<file path="src/rtl/draw_pkg.sv">
// Shared definitions for the drawing-engine scheduler.
//   X_W / Y_W / C_W    : VGA plot port field widths (x, y, color)
//   DEFAULT_FRAME_DIV  : clk cycles per frame tick, 60 Hz from a 50 MHz clock
//   sched_state_t      : scheduler FSM states
package draw_pkg;

   localparam int X_W = 8;
   localparam int Y_W = 7;
   localparam int C_W = 3;

   localparam int DEFAULT_FRAME_DIV = 833333;

   typedef enum logic [2:0] {
      IDLE,
      START,
      WAIT_DONE,
      RELEASE,
      NEXT,
      FRAME_END
   } sched_state_t;

endpackage

</file>
<file path="src/rtl/frame_tick_gen.sv">
// Free-running frame tick generator.
// Counts 0..FRAME_DIV-1 and pulses tick for one cycle at the terminal count.
// Ports:
//   clk    in  system clock
//   reset  in  synchronous active-high reset (count returns to 0)
//   tick   out one-cycle pulse every FRAME_DIV cycles
module frame_tick_gen
   import draw_pkg::*;
#(
   parameter int FRAME_DIV = DEFAULT_FRAME_DIV
) (
   input  logic clk,
   input  logic reset,
   output logic tick
);

   localparam int CNT_W = (FRAME_DIV > 1) ? $clog2(FRAME_DIV) : 1;
   localparam logic [CNT_W-1:0] LAST = CNT_W'(FRAME_DIV - 1);

   logic [CNT_W-1:0] count;

   assign tick = (count == LAST);

   always_ff @(posedge clk) begin
      if (reset) begin
         count <= '0;
      end else if (tick) begin
         count <= '0;
      end else begin
         count <= count + CNT_W'(1);
      end
   end

endmodule

</file>
<file path="src/rtl/draw_frame_scheduler.sv">
// Per-frame sequencer for drawing engines sharing one VGA plot port.
// On each frame tick (while enabled) every client is run in order 0..N-1
// through a begin_draw/done 4-phase handshake; only the active client's
// pixel stream reaches the VGA port.
//
// state     | meaning
// ----------|-----------------------------------------------------------
// IDLE      | no frame in progress, waiting for tick && enable
// START     | raise begin_draw for the current client, clear phase timer
// WAIT_DONE | begin_draw high, waiting for done (or phase timeout)
// RELEASE   | begin_draw low, waiting for done to drop (or phase timeout)
// NEXT      | advance to next client or finish the frame
// FRAME_END | drop frame_busy, count the completed frame
//
// Ports:
//   clk, reset          system clock, synchronous active-high reset
//   enable              allow new frames to start
//   begin_draw / done   per-client handshake
//   client_x/y/color    packed per-client pixel fields (client i in slice i)
//   client_drawEn       per-client plot strobes
//   x, y, color, drawEn registered VGA plot port
//   frame_busy          high from frame start until frame completion
//   frame_count         completed frames, wraps
//   overrun             sticky: tick arrived while a frame was in progress
//   timeout_err         sticky per-client handshake timeout
module draw_frame_scheduler
   import draw_pkg::*;
#(
   parameter int NUM_CLIENTS = 4,
   parameter int FRAME_DIV   = DEFAULT_FRAME_DIV,
   parameter int TIMEOUT     = 65535
) (
   input  logic                         clk,
   input  logic                         reset,
   input  logic                         enable,
   output logic [NUM_CLIENTS-1:0]       begin_draw,
   input  logic [NUM_CLIENTS-1:0]       done,
   input  logic [X_W*NUM_CLIENTS-1:0]   client_x,
   input  logic [Y_W*NUM_CLIENTS-1:0]   client_y,
   input  logic [C_W*NUM_CLIENTS-1:0]   client_color,
   input  logic [NUM_CLIENTS-1:0]       client_drawEn,
   output logic [X_W-1:0]               x,
   output logic [Y_W-1:0]               y,
   output logic [C_W-1:0]               color,
   output logic                         drawEn,
   output logic                         frame_busy,
   output logic [7:0]                   frame_count,
   output logic                         overrun,
   output logic [NUM_CLIENTS-1:0]       timeout_err
);

   localparam int IDX_W = (NUM_CLIENTS > 1) ? $clog2(NUM_CLIENTS) : 1;
   localparam int TMR_W = $clog2(TIMEOUT + 1);
   localparam logic [IDX_W-1:0] LAST_IDX = IDX_W'(NUM_CLIENTS - 1);
   localparam logic [TMR_W-1:0] TMR_MAX  = TMR_W'(TIMEOUT);

   sched_state_t     state;
   logic [IDX_W-1:0] index;
   logic [TMR_W-1:0] timer;
   logic             tick;
   logic             timer_max;

   logic [X_W-1:0] x_sel     [NUM_CLIENTS];
   logic [Y_W-1:0] y_sel     [NUM_CLIENTS];
   logic [C_W-1:0] color_sel [NUM_CLIENTS];

   frame_tick_gen #(
      .FRAME_DIV (FRAME_DIV)
   ) u_tick (
      .clk   (clk),
      .reset (reset),
      .tick  (tick)
   );

   for (genvar i = 0; i < NUM_CLIENTS; i++) begin : g_unpack
      assign x_sel[i]     = client_x[i*X_W +: X_W];
      assign y_sel[i]     = client_y[i*Y_W +: Y_W];
      assign color_sel[i] = client_color[i*C_W +: C_W];
   end

   assign timer_max = (timer == TMR_MAX);

   always_ff @(posedge clk) begin
      if (reset) begin
         state       <= IDLE;
         index       <= '0;
         timer       <= '0;
         begin_draw  <= '0;
         frame_busy  <= 1'b0;
         frame_count <= '0;
         overrun     <= 1'b0;
         timeout_err <= '0;
      end else begin
         // A tick during a frame is only flagged; the frame is never restarted.
         if (tick && (state != IDLE)) begin
            overrun <= 1'b1;
         end

         case (state)
            IDLE: begin
               if (tick && enable) begin
                  state      <= START;
                  index      <= '0;
                  frame_busy <= 1'b1;
               end
            end

            START: begin
               begin_draw <= NUM_CLIENTS'(1) << index;
               timer      <= '0;
               state      <= WAIT_DONE;
            end

            WAIT_DONE: begin
               if (done[index]) begin
                  begin_draw <= '0;
                  timer      <= '0;
                  state      <= RELEASE;
               end else if (timer_max) begin
                  timeout_err[index] <= 1'b1;
                  begin_draw         <= '0;
                  timer              <= '0;
                  state              <= RELEASE;
               end else begin
                  timer <= timer + TMR_W'(1);
               end
            end

            RELEASE: begin
               if (!done[index]) begin
                  state <= NEXT;
               end else if (timer_max) begin
                  timeout_err[index] <= 1'b1;
                  state              <= NEXT;
               end else begin
                  timer <= timer + TMR_W'(1);
               end
            end

            NEXT: begin
               if (index == LAST_IDX) begin
                  state <= FRAME_END;
               end else begin
                  index <= index + IDX_W'(1);
                  state <= START;
               end
            end

            FRAME_END: begin
               frame_busy  <= 1'b0;
               frame_count <= frame_count + 8'd1;
               state       <= IDLE;
            end

            default: state <= IDLE;
         endcase
      end
   end

   // Pixel fields follow the selected client every cycle; the plot strobe is
   // gated so that only a client holding begin_draw can write the screen.
   always_ff @(posedge clk) begin
      if (reset) begin
         x      <= '0;
         y      <= '0;
         color  <= '0;
         drawEn <= 1'b0;
      end else begin
         x      <= x_sel[index];
         y      <= y_sel[index];
         color  <= color_sel[index];
         drawEn <= (state == WAIT_DONE) && client_drawEn[index];
      end
   end

endmodule

</file>
<file path="config.mk">
export PLATFORM = sky130hd
export DESIGN_NAME = draw_frame_scheduler
export DESIGN_NICKNAME = d
export VERILOG_FILES = /design/src/rtl/draw_pkg.sv /design/src/rtl/frame_tick_gen.sv /design/src/rtl/draw_frame_scheduler.sv
export SDC_FILE = /design/constraint.sdc
export NUM_CORES = 1
export LEC_CHECK = 0
export BUFFER_PORTS_ARGS = -buffer_cell sky130_fd_sc_hd__buf_4
export CAP_MARGIN = 5
export CORE_MARGIN = 2
export CORE_UTILIZATION = 24
export DETAILED_ROUTE_END_ITERATION = 7
export GPL_TIMING_DRIVEN = 1
export MAX_ROUTING_LAYER = met4
export PLACE_DENSITY = 0.54
export REMOVE_ABC_BUFFERS = 1
export SLEW_MARGIN = 5
export SYNTH_ARGS = -nofsm -noshare
export SYNTH_HDL_FRONTEND = slang
export SYNTH_HIERARCHICAL = 1
export SYNTH_SLANG_ARGS = --single-unit
export TNS_END_PERCENT = 1
</file>
<file path="constraint.sdc">
create_clock -name clk -period 2.4 [get_ports clk]
set_input_delay 0.36 -clock clk [delete_from_list [all_inputs] [get_ports clk]]
set_output_delay 0.36 -clock clk [all_outputs]
set_load 0.05 [all_outputs]
</file>
Yosys cells after proc, flatten, opt, wreduce, memory -nomap -nowiden. Cells that the tools add are included.

Add/subtract/negate cells: 4. $lt $le $gt $ge: 3. Equality and inequality tests: 15. Shift-type cells: 1. Muxes and demuxes: 39. Bitwise gates (word level): 2. Reduce and logical (&&, ||, !) cells: 18.

Operator list (count): $mux 16 (4); $pmux 16 s3 (1); $mux 3 (8); $add 20x1->20 const B (1); $eq 20x20->1 const B (1); $mux 4 (5); $add 16x1->16 const B (1); $bmux 8 s2 (1); $eq 16x16->1 const B (1); $mux 8 (2); $pmux 4 s2 (2); $pmux 3 s5 (1); $bmux 7 s2 (1); $mux 7 (2); $reduce_and 3->1 (4); $ne 2x2->1 const B (5); $add 8x1->8 const B (1); $reduce_bool 2->1 (4); $bmux 3 s2 (1); $eq 3x2->1 const B (2); $eq 3x3->1 const B (2); $ne 3x3->1 const B (2); $reduce_bool 3->1 (2); $bmux 1 s2 (2); 18 further kinds (26).

Flip-flop bits (word level): 78. Input bits: 83. Output and inout bits: 37. Logic and storage cells: 95.

Logic depth before layout (Yosys ltp). Gate-level depths: netlist of run 1.

Depth in word-level cells: 8. Mapped depth: 9. Gate-level depth less buffers: 9.

Modules after synthesis. The synthesis of run 1 kept the hierarchy.

By module, submodules not included: draw_frame_scheduler (instances 1, cells each 295, area each 2931.6 µm², seq. area each 1161.1 µm²); frame_tick_gen (instances 1, cells each 115, area each 996.0 µm², seq. area each 400.4 µm²).

Least setup slack after synthesis of run 1. OpenSTA, ideal clock, no wires.

Path type: register -> register. From: register u_tick.count[6]. To: register state[0]. Library setup time: 0.071 ns. Arrival: 1.929 ns. Data required time: 2.329 ns. Setup slack: 0.401 ns. Cell stages (with the launch flop): 9. Buffers on the path: 1. Period minus slack after synthesis: 1.999 ns. Cells stage by stage: dfxtp_1 > buf_6 > or4_1 > nor4_1 > and3_1 > a21o_1 > o21ai_0 > or3_1 > a21oi_1.

Word-level cells in the longest chain between the ends: 4.

Ends and longest elaborated chain: start, declared (line frame_tick_gen.sv:20) `logic [CNT_W-1:0] count;`; start signal, assigned (line frame_tick_gen.sv:30) `count <= count + CNT_W'(1);`; $eq 20x20->1 (line frame_tick_gen.sv:22) `assign tick = (count == LAST);`; via tick (line draw_frame_scheduler.sv:60) `logic tick;`; $logic_and 1x1->1 (line draw_frame_scheduler.sv:101) `if (tick && enable) begin`; $ne 2x2->1 (no source line); $reduce_and 3->1 (no source line); end signal, assigned (line draw_frame_scheduler.sv:102) `state <= START;`; end signal, assigned (line draw_frame_scheduler.sv:111) `state <= WAIT_DONE;`; end signal, assigned (line draw_frame_scheduler.sv:118) `state <= RELEASE;`; end, declared (line draw_frame_scheduler.sv:57) `sched_state_t state;`.

The timed path passes the listed nets, and every way through them passes these cells. A chain may end at the register's enable or synchronous reset.

Final worst setup path of run 1.
From: register timer[0]. To: register timer[10].

Word-level cells in the longest chain between the ends: 4. Elaborated cells between the ends (all ways): 9. Those cells by class: 1 x add/sub; 2 x eq/ne; 5 x mux; 1 x reduce/logical.

Ends and longest elaborated chain: start, declared (line draw_frame_scheduler.sv:59) `logic [TMR_W-1:0] timer;`; start signal, assigned (line draw_frame_scheduler.sv:125) `timer <= timer + TMR_W'(1);`; start signal, assigned (line draw_frame_scheduler.sv:136) `timer <= timer + TMR_W'(1);`; $add 16x1->16 / $eq 16x16->1 (equally long branches) (line draw_frame_scheduler.sv:125, draw_frame_scheduler.sv:136, draw_frame_scheduler.sv:81); $mux 16 (on tied branches) (line draw_frame_scheduler.sv:132, draw_frame_scheduler.sv:119); $mux 16 (on tied branches) (line draw_frame_scheduler.sv:130, draw_frame_scheduler.sv:115); $pmux 16 s3 (line draw_frame_scheduler.sv:99) `case (state)`.

Several ways; a longest one is shown, not always the timed one. The select of a mux whose other input is x is not followed.

==> summary.txt, run 1 <==
Place
  – Place WS: 250 ps
  – Placed Instance Area: 0.00504 mm2
  – Port Buf Inserts: 119
  – DP Wirelength: 8170 um
  – RD Place Congestion: 0.829
  – Dpl cells: 734

Synthesis
  – Syn. warnings: 6
  – Synthesized netlist cell count: 410
  – Synth cell count leaders: dfxtp_1, nor2_1, a21oi_1
  – Register area share after synthesis: 0.398
  – Ranking of synthesized cells by area: dfxtp_1, mux4_2, nor2_1
  – Top cell type's share of synthesized area: 0.398
  – Seq cells post-synth: 78
  – Cell area after synthesis: 0.00393 mm2
  – Async SR Flop Fraction: 0
  – Unique masters post-synth: 54
  – Post-synth EDFFs: 0
  – Syn_area_per_cell: 9.58 um2
  – Post-synth top flop: dfxtp_1
  – Top-count cell post-synth: dfxtp_1
  – Post-synth top area cell: dfxtp_1

Floorplanning
  – Die area: 0.0174 mm2
  – Initial Utilization: 0.246
  – Die W: 132 um
  – Site Rows: 46
  – Die Span Y: 132 um
  – Placeable Area: 0.0159 mm2
  – I/O pin total: 120

Clocking
  – Postcts setup bufs: 0
  – Clock slew at reported path FFs: 60 ps
  – CTS resizes: 0
  – Clk Latency, worst-skew pair: 340 ps
  – CTS tree: done
  – Clock Path Buffers: 2
  – CTS H-tree lvls: 3
  – Clock tree sinks: 78
  – # hold bufs at CTS: 0
  – Root Buffer: clkbuf_16
  – CTS Buf Count: 9

Critical path
  – Highest cell delay on the worst timing path: 490 ps
  – Crit path kind: reg -> reg
  – Crit-path max FO: 13
  – Critical Path, Cell by Cell: ha_1 -> nand3_1 -> nor4_4 -> o21ai_0 -> a21oi_2 -> buf_4 -> a21oi_1
  – R2R Setup Slk: 240 ps
  – Arrival time at the worst endpoint: 2380 ps
  – Critical Path Sink Type: register
  – Slowest CP cell: nor4_4
  – Worst path required time: 2620 ps
  – Startpoint types: register

Pwr
  – Total power: 3200 uW
  – Switching Power: 687 uW
  – Sequential power share: 0.414
  – Sw Share: 0.215
  – PwrDens: 593 mW/mm2
  – IR drop worst, VDD: 321 uV
  – Internal power: 2520 uW
  – Logic pwr share: 0.085
  – Static leakage power: 0.00208 uW
  – Clk pwr share: 0.501

Timing
  – Final WS setup: 237 ps
  – Minimum clock period: 2160 ps
  – Fmax: 462 MHz
  – Final setup viols: 0
  – Tightest Pin Transition: 542 ps
  – Worst Skew: 7.65 ps
  – Final Max Tran Viols: 0
  – Fin crit share: 0.901
  – Slew margin rel.: 0.636
  – RSZ-0062 raised after global routing: no
  – Endpoints failing hold: 0
  – Hold_ws: 370 ps

Drt
  – Avg WL per Cell: 14.1 um
  – Number of remaining DRC errors: 0
  – Total vias in the final route: 3494
  – Vias per cell: 4.66
  – Drt total wl: 10600 um
  – Starting DRT DRC Count: 194
  – DR pass1 iterations: 4
  – Antenna Nets Post-Route: 0

Layout
  – Fin nets: 620
  – Filler Cell Count: 1683
  – Multi-input gate area: 0.00217 mm2
  – Synth-to-layout area growth: 37.5%
  – Fraction of final layout cells sized beyond drive strength 1: 0.341
  – Final instance area: 0.00540 mm2
  – Layout Cells excl Fill: 750
  – # diodes: 0
  – Sequential Area: 0.00156 mm2

GRT
  – Met3 Use GR: 0.0292
  – Routing usage on met1: 0.152
  – Grt ovf: 0
  – GR peak layer: met2
  – Met2 Use GR: 0.209
  – First-pass GRT wire length: 17500 um
  – Pin count of the biggest net entering global routing: 27
  – Initial antenna violation count: 0
  – GRT Util Overall: 0.125
  – Number of global-route vias before repair: 3407

Worst hold path
  – HP Class: in -> reg

Status
  – Status: finished, final reports clean

Job
  – Max Cap Viol: 0
-- critical path: cells and delay by family, from the launching register on --
family,cells,cell delay (ps)
and+or+nand+nor,2,740
buffers and inverters,1,240
adders and majority gates,1,190
DFF,1,380
AOI/OAI and AO/OA,3,480
-- cells in the final DEF (no fill, tap or decap), types with 3 or more instances in the layout --
cell         n
nor4_1       9
a31oi_1      3
a21oi_1     25
nor2_1      45
clkbuf_16    9
dfxtp_1     78
nand2_1     22
inv_1       16
bufinv_16    3
nor3_1       7
o31ai_1      7
nand3_1     17
o41ai_1      5
ha_1         8
nor3b_1      3
nand4_1     11
xor2_1      10
nor2b_1     21
buf_4      131
o21ai_0     11
or4_1        9
mux4_2      20
xnor2_1     10
or2_2        3
or3_1        5
and3_1       5
-- logic make-up after synthesis --
kind of cell | after synthesis | share of synthesized area
mux | 24 | 0.126
xor+xnor | 20 | 0.0446
simple gates | 173 | 0.245
flops | 78 | 0.398
compound gates | 67 | 0.111
fa+ha+maj | 8 | 0.0255
buf+inv | 40 | 0.0510
-- final timing paths --
path | start | to | cells after the start
max | timer[0] | timer[10] | 7
max reg2reg | timer[0] | timer[10] | 7
min | reset | overrun | 2
min reg2reg | timeout_err[1] | timeout_err[1] | 2
-- power by group through the flow --
stage | combinational, uW | clock [uW] | sequential [uW]
floorplan | 55.2 | 0 | 1410
global placement | 271 | 0 | 1350
detailed placement | 275 | 0 | 1350
CTS | 275 | 1630 | 1330
global route | 290 | 1700 | 1330
finish | 273 | 1600 | 1330
-- area by class of cell --
cell class / count / share of cell area
Sequential cell: 78 / 0.289
Timing Repair Buffer: 131 / 0.182
Inverter: 17 / 0.0118
Multi-Input combinational cell: 292 / 0.401
Tap cell: 216 / 0.0500
Clock buffer: 10 / 0.0443
Clock inverter: 6 / 0.0215
-- layer usage --
metal  share of wire  vias to the layer above
li1                -                     1732
met1            0.44                     1671
met2            0.51                       78
met3           0.038                       13
met4           0.013                        0
met5               0                        -
-- per-stage QoR --
step	util	setup TNS, ps
5_1_grt	0.339	0
4_1_cts	0.339	0
3_3_place_gp	0.316	0
2_1_floorplan	-	-3190
6_report	0.339	0
3_5_place_dp	0.316	0
-- registers in the layout, summed over array words and instances (netlist names) --
name,cells
color,3
overrun,1
frame_count,8
timeout_err,4
timer,16
drawEn,1
y,7
u_tick/count,20
state,3
index,2
x,8
frame_busy,1
begin_draw,4
No activity file was read; power rests on OpenSTA's default activity.
==> inputs of run 2 (changes only) <==
GPL_ROUTABILITY_DRIVEN = 0   (was unset)
HOLD_SLACK_MARGIN = 0.08   (was unset)
clock period = 2.7 ns   (was 2.4 ns; I/O delays follow)
==> run 2 against run 1 <==
Net effect: count of clock-buffer cells in the layout is 1 higher; hold slack better by 99 ps; register-to-register slack better by 140 ps; global-route usage is 0.18 points lower; final cell count is 0.93% lower; non-clock buffer count is 7 lower; cell area is 2.0% lower; sequential power is 11% lower; critical path type unchanged.
==> summary.txt, run 2 (same netlist as run 1, synthesis figures left out) <==
Status
  – Status: finished, final reports clean

Clocking
  – CTS H-tree lvls: 3 (unchanged)
  – # hold bufs at CTS: 0 (unchanged)
  – Clock Path Buffers: 2 (unchanged)
  – CTS Buf Count: 9 (unchanged)
  – Clk Latency, worst-skew pair: 330 ps (about the same)
  – Root Buffer: clkbuf_16
  – Clock tree sinks: 78 (unchanged)
  – CTS tree: done
  – Postcts setup bufs: 0 (unchanged)
  – Clock slew at reported path FFs: 60 ps (about the same)
  – CTS resizes: 0 (unchanged)

Critical path
  – Startpoint types: register
  – Crit path kind: reg -> reg
  – R2R Setup Slk: 380 ps (+140 ps)
  – Arrival time at the worst endpoint: 2590 ps (+210 ps)
  – Buffer and inverter count on the worst path: 0 (-1)
  – Worst r2r path cells: 6 (-1)
  – Crit-path max FO: 21 (+8)
  – Slowest CP cell: o211a_1
  – Critical Path Sink Type: register
  – Worst path required time: 2970 ps (+350 ps)
  – Highest cell delay on the worst timing path: 590 ps (+100 ps)
  – Critical Path, Cell by Cell: ha_1 -> nand3_1 -> nor4_4 -> o211a_1 -> o21ai_0 -> a21oi_1
  – Worst path depth: 6 (-1)
  – Top delay family on crit path: compound AO/OA/AOI/OAI gates

Drt
  – Avg WL per Cell: 14.4 um (+2.0%)
  – Drt total wl: 10700 um (+1.0%)
  – DR pass1 iterations: 4 (unchanged)
  – Total vias in the final route: 3443 (-1.5%)
  – Starting DRT DRC Count: 119 (-39%)
  – Number of remaining DRC errors: 0 (unchanged)
  – Vias per cell: 4.63 (-0.53%)
  – Antenna Nets Post-Route: 0 (unchanged)

Floorplanning
  – Die area: 0.0174 mm2 (unchanged)
  – I/O pin total: 120 (unchanged)
  – Die Span Y: 132 um (unchanged)
  – Site Rows: 46 (unchanged)
  – Initial Utilization: 0.246 (unchanged)
  – Die W: 132 um (unchanged)
  – Placeable Area: 0.0159 mm2 (unchanged)

GRT
  – First-pass GRT wire length: 17200 um (-1.7%)
  – Pin count of the biggest net entering global routing: 36 (+33%)
  – GRT Util Overall: 0.123 (-0.00184)
  – Grt ovf: 0 (unchanged)
  – Number of global-route vias before repair: 3417 (+0.29%)
  – Initial antenna violation count: 0 (unchanged)

Job
  – Max Cap Viol: 0 (unchanged)

Layout
  – Fin nets: 613 (-1.1%)
  – Fraction of final layout cells sized beyond drive strength 1: 0.330 (-0.0107)
  – # diodes: 0 (unchanged)
  – Most common cell after layout, fill and taps aside: buf_4
  – Max reg flops: 20 (unchanged)
  – Most frequent cells in the layout: buf_4, dfxtp_1, nor2_1
  – Synth-to-layout area growth: 34.8%
  – Top reg by flops: u_tick/count
  – Filler Cell Count: 1657 (-1.5%)
  – Top Registers: u_tick/count (20), timer (16)

Pwr
  – PwrDens: 496 mW/mm2 (-16%)
  – Total power: 2620 uW (-18%)
  – IR drop worst, VDD: 278 uV (-13%)
  – Static leakage power: 0.00201 uW (-3.2%)

Timing
  – Final Max Tran Viols: 0 (unchanged)
  – Endpoints failing hold: 0 (unchanged)
  – RSZ-0062 raised after global routing: no
  – Slew margin rel.: 0.597 (-0.0384)
  – Worst Skew: 11.7 ps (+4.03 ps)
  – Minimum clock period: 2320 ps (+161 ps)
  – Final setup viols: 0 (unchanged)
  – Fmax: 430 MHz (-6.9%)
  – Tightest Pin Transition: 601 ps (+59.9 ps)
  – Total negative slack: 0 ps (unchanged)
  – Fin crit share: 0.860 (-0.0406)

Worst hold path
  – HP Class: reg -> reg
  – Worst hold stages: 1 (-1)

Place
  – DP Wirelength: 8070 um (-1.1%)
  – Port Buf Inserts: 119 (unchanged)
-- run 2: through the flow --
| step | worst slack [ps] | cells | hold WS, ps | utilization | cell area [um2] |
|---|---|---|---|---|---|
| after CTS | 406 | 743 | 469 | 0.332 | 5290 |
| after floorplan | 40.1 | 387 | 441 | - | 3790 |
| after global placement | 531 | 727 | 457 | 0.313 | 4990 |
| final | 377 | 743 | 470 | 0.332 | 5290 |
| after detailed placement | 422 | 727 | 464 | 0.313 | 4990 |
| after global routing | 187 | 743 | 496 | 0.332 | 5290 |
-- run 2: worst register-to-register path, cell delays in order, from the launching register on --
cell     delay [ps]
dfxtp_1         400
ha_1            200
nand3_1         250
nor4_4          480
o211a_1         590
o21ai_0         190
a21oi_1         150
-- run 2: path summary, 6_finish.rpt --
| path | endpoint | startpoint |
|---|---|---|
| max | timer[1] | timer[0] |
| min | u_tick/count[0] | u_tick/count[0] |
| min reg2reg | u_tick/count[0] | u_tick/count[0] |
| max reg2reg | timer[1] | timer[0] |
-- run 2: layout make-up --
class	instances	area (um2)	share of cell area
clock buffer	11	243	0.0459
clock inverter	5	58.8	0.0111
inverter	17	63.8	0.0121
multi-input combinational	292	2170	0.409
sequential	78	1560	0.295
tap	216	270	0.0511
timing repair buffer	124	931	0.176
-- run 2: power breakdown --
part / internal (uW) / total [uW] / switching [uW]
clock: 741 / 1200 / 463
sequential: 1170 / 1180 / 8.66
combinational: 129 / 241 / 112
-- run 2: layer usage --
metal	wire length (um)	track usage
met1	4740	0.150
met2	5470	0.207
met3	397	0.0300
met4	68	0.0254
met5	0	-
==> inputs of run 3 (changes only) <==
PLACE_DENSITY = unset   (was 0.54)
==> run 3 against run 2 <==
Net effect: clock power is 13% higher; maximum frequency rose by 1.2%; non-clock buffer count fell by 2; via count grew 1.2%; count of clock-buffer cells in the layout grew 1; global-route usage up 0.28 points; sequential cell count stayed put; routed wire length down 0.75%; clock skew fell by 7.9 ps; largest cell class unchanged.
==> summary.txt, run 3 (same netlist as run 1, synthesis figures left out) <==
Status
  – Status: finished, final reports clean

Critical path
  – Startpoint types: register
  – Worst path required time: 2970 ps (about the same)
  – Arrival time at the worst endpoint: 2560 ps (-30 ps)
  – Reg-to-Reg Start: timer[0]
  – Crit-path max FO: 21 (unchanged)
  – CP Launch Point: timer[0]
  – Crit path kind: reg -> reg
  – Critical Path Sink Type: register

Drt
  – Vias per cell: 4.70 (+1.5%)
  – DR pass1 iterations: 4 (unchanged)
  – Number of remaining DRC errors: 0 (unchanged)
  – Avg WL per Cell: 14.3 um (-0.48%)
  – Starting DRT DRC Count: 148 (+24%)
  – Total vias in the final route: 3486 (+1.2%)
  – Antenna Nets Post-Route: 0 (unchanged)
  – Drt total wl: 10600 um (-0.75%)

Floorplanning
  – Placeable Area: 0.0159 mm2 (unchanged)
  – Die W: 132 um (unchanged)
  – Die area: 0.0174 mm2 (unchanged)
  – Site Rows: 46 (unchanged)
  – Initial Utilization: 0.246 (unchanged)
  – Die Span Y: 132 um (unchanged)
  – I/O pin total: 120 (unchanged)

Layout
  – Most common cell after layout, fill and taps aside: buf_4
  – # diodes: 0 (unchanged)
  – Final Core Density: 0.333 (+0.000942)
  – Filler Cell Count: 1644 (-0.78%)
  – Top Registers: u_tick/count (20), timer (16)
  – Synth-to-layout area growth: 35.2%
  – Fraction of final layout cells sized beyond drive strength 1: 0.324 (-0.00636)
  – Layout Cells excl Fill: 741 (-0.27%)
  – Fin nets: 611 (-0.33%)
  – Most frequent cells in the layout: buf_4, dfxtp_1, nor2_1
  – Max reg flops: 20 (unchanged)
  – Top reg by flops: u_tick/count

Timing
  – Final Max Tran Viols: 0 (unchanged)
  – Fin crit share: 0.850 (-0.00991)
  – Tightest Pin Transition: 661 ps (+59.3 ps)
  – RSZ-0062 raised after global routing: no
  – Worst Skew: 3.78 ps (-7.90 ps)
  – Minimum clock period: 2300 ps (-26.8 ps)
  – Slew margin rel.: 0.559 (-0.0378)
  – Final setup viols: 0 (unchanged)
  – Fmax: 435 MHz (+1.2%)
  – Endpoints failing hold: 0 (unchanged)
  – Total negative slack: 0 ps (unchanged)

Worst hold path
  – Hold wc startpoint: enable
  – HP Class: in -> reg

Pwr
  – Sw Share: 0.207 (-0.0155)
  – Total power: 2770 uW (+5.7%)
  – Static leakage power: 0.00202 uW (+0.47%)
  – PwrDens: 523 mW/mm2 (+5.4%)
  – Sequential power share: 0.425 (-0.024)
  – Logic pwr share: 0.086 (-0.006)
  – IR drop worst, VDD: 299 uV (+7.5%)
  – Internal power: 2200 uW (+7.8%)
  – Clk pwr share: 0.489 (+0.030)
  – Switching Power: 575 uW (-1.6%)

GRT
  – GRT Util Overall: 0.126 (+0.00276)
  – Initial antenna violation count: 0 (unchanged)
  – Pin count of the biggest net entering global routing: 47 (+31%)
  – Grt ovf: 0 (unchanged)
  – Number of global-route vias before repair: 3489 (+2.1%)
  – First-pass GRT wire length: 17400 um (+1.6%)

Place
  – Dpl cells: 725 (-0.28%)
  – Port Buf Inserts: 119 (unchanged)
  – DP Wirelength: 8060 um (-0.22%)

Clocking
  – CTS H-tree lvls: 3 (unchanged)
  – CTS resizes: 0 (unchanged)
  – Clk Latency, worst-skew pair: 330 ps (about the same)
  – Root Buffer: clkbuf_16
  – # hold bufs at CTS: 0 (unchanged)
  – Clock Path Buffers: 2 (unchanged)
  – Postcts setup bufs: 0 (unchanged)
  – Clock slew at reported path FFs: 60 ps (about the same)
  – CTS tree: done
  – Clock tree sinks: 78 (unchanged)
  – CTS Buf Count: 9 (unchanged)

Job
  – Max Cap Viol: 0 (unchanged)
## run 3: worst paths after layout
| kind | to | slack, ps | depth (start not counted) |
|---|---|---|---|
| worst max-delay path | timer[1] | 400 | 6 |
| worst min-delay path | frame_busy | 460 | 5 |
| worst max register to register | timer[1] | 400 | 6 |
| worst min register to register | timeout_err[2] | 480 | 2 |
## run 3: critical path, stage by stage (launching register included)
cell	delay, ps
dfxtp_1	380
ha_1	190
nand3_1	260
nor4_4	490
o211a_1	570
o21ai_0	180
a21oi_1	160
## run 3: routing by layer
metal	vias to the layer above	GRT usage	wire length, um
met3	15	0.0319	432
met1	1679	0.146	4610
met5	-	-	0
li1	1716	-	-
met2	76	0.216	5390
met4	0	0.0356	165
## run 3: power groups by stage
stage / Combinational (uW) / Sequential (uW) / Clock [uW]
floorplan: 49.1 / 1260 / 0
global placement: 237 / 1200 / 0
detailed placement: 241 / 1200 / 0
CTS: 242 / 1180 / 1390
global route: 254 / 1180 / 1440
finish: 240 / 1180 / 1360
## run 3: stage by stage
| step | cell area, um2 | hold slack [ps] | setup slack, ps |
|---|---|---|---|
| after floorplan | 3790 | 441 | 40.1 |
| after detailed placement | 4980 | 463 | 467 |
| after global routing | 5310 | 487 | 202 |
| after global placement | 4980 | 460 | 586 |
| after CTS | 5310 | 461 | 450 |
| final | 5310 | 460 | 404 |
## run 3: final cells by class
type / count / area [um2] / area share
multi-input combinational: 292 / 2170 / 0.408
sequential: 78 / 1560 / 0.294
timing repair buffer: 122 / 916 / 0.173
tap: 216 / 270 / 0.0509
clock buffer: 12 / 236 / 0.0445
clock inverter: 4 / 95.1 / 0.0179
inverter: 17 / 63.8 / 0.0120
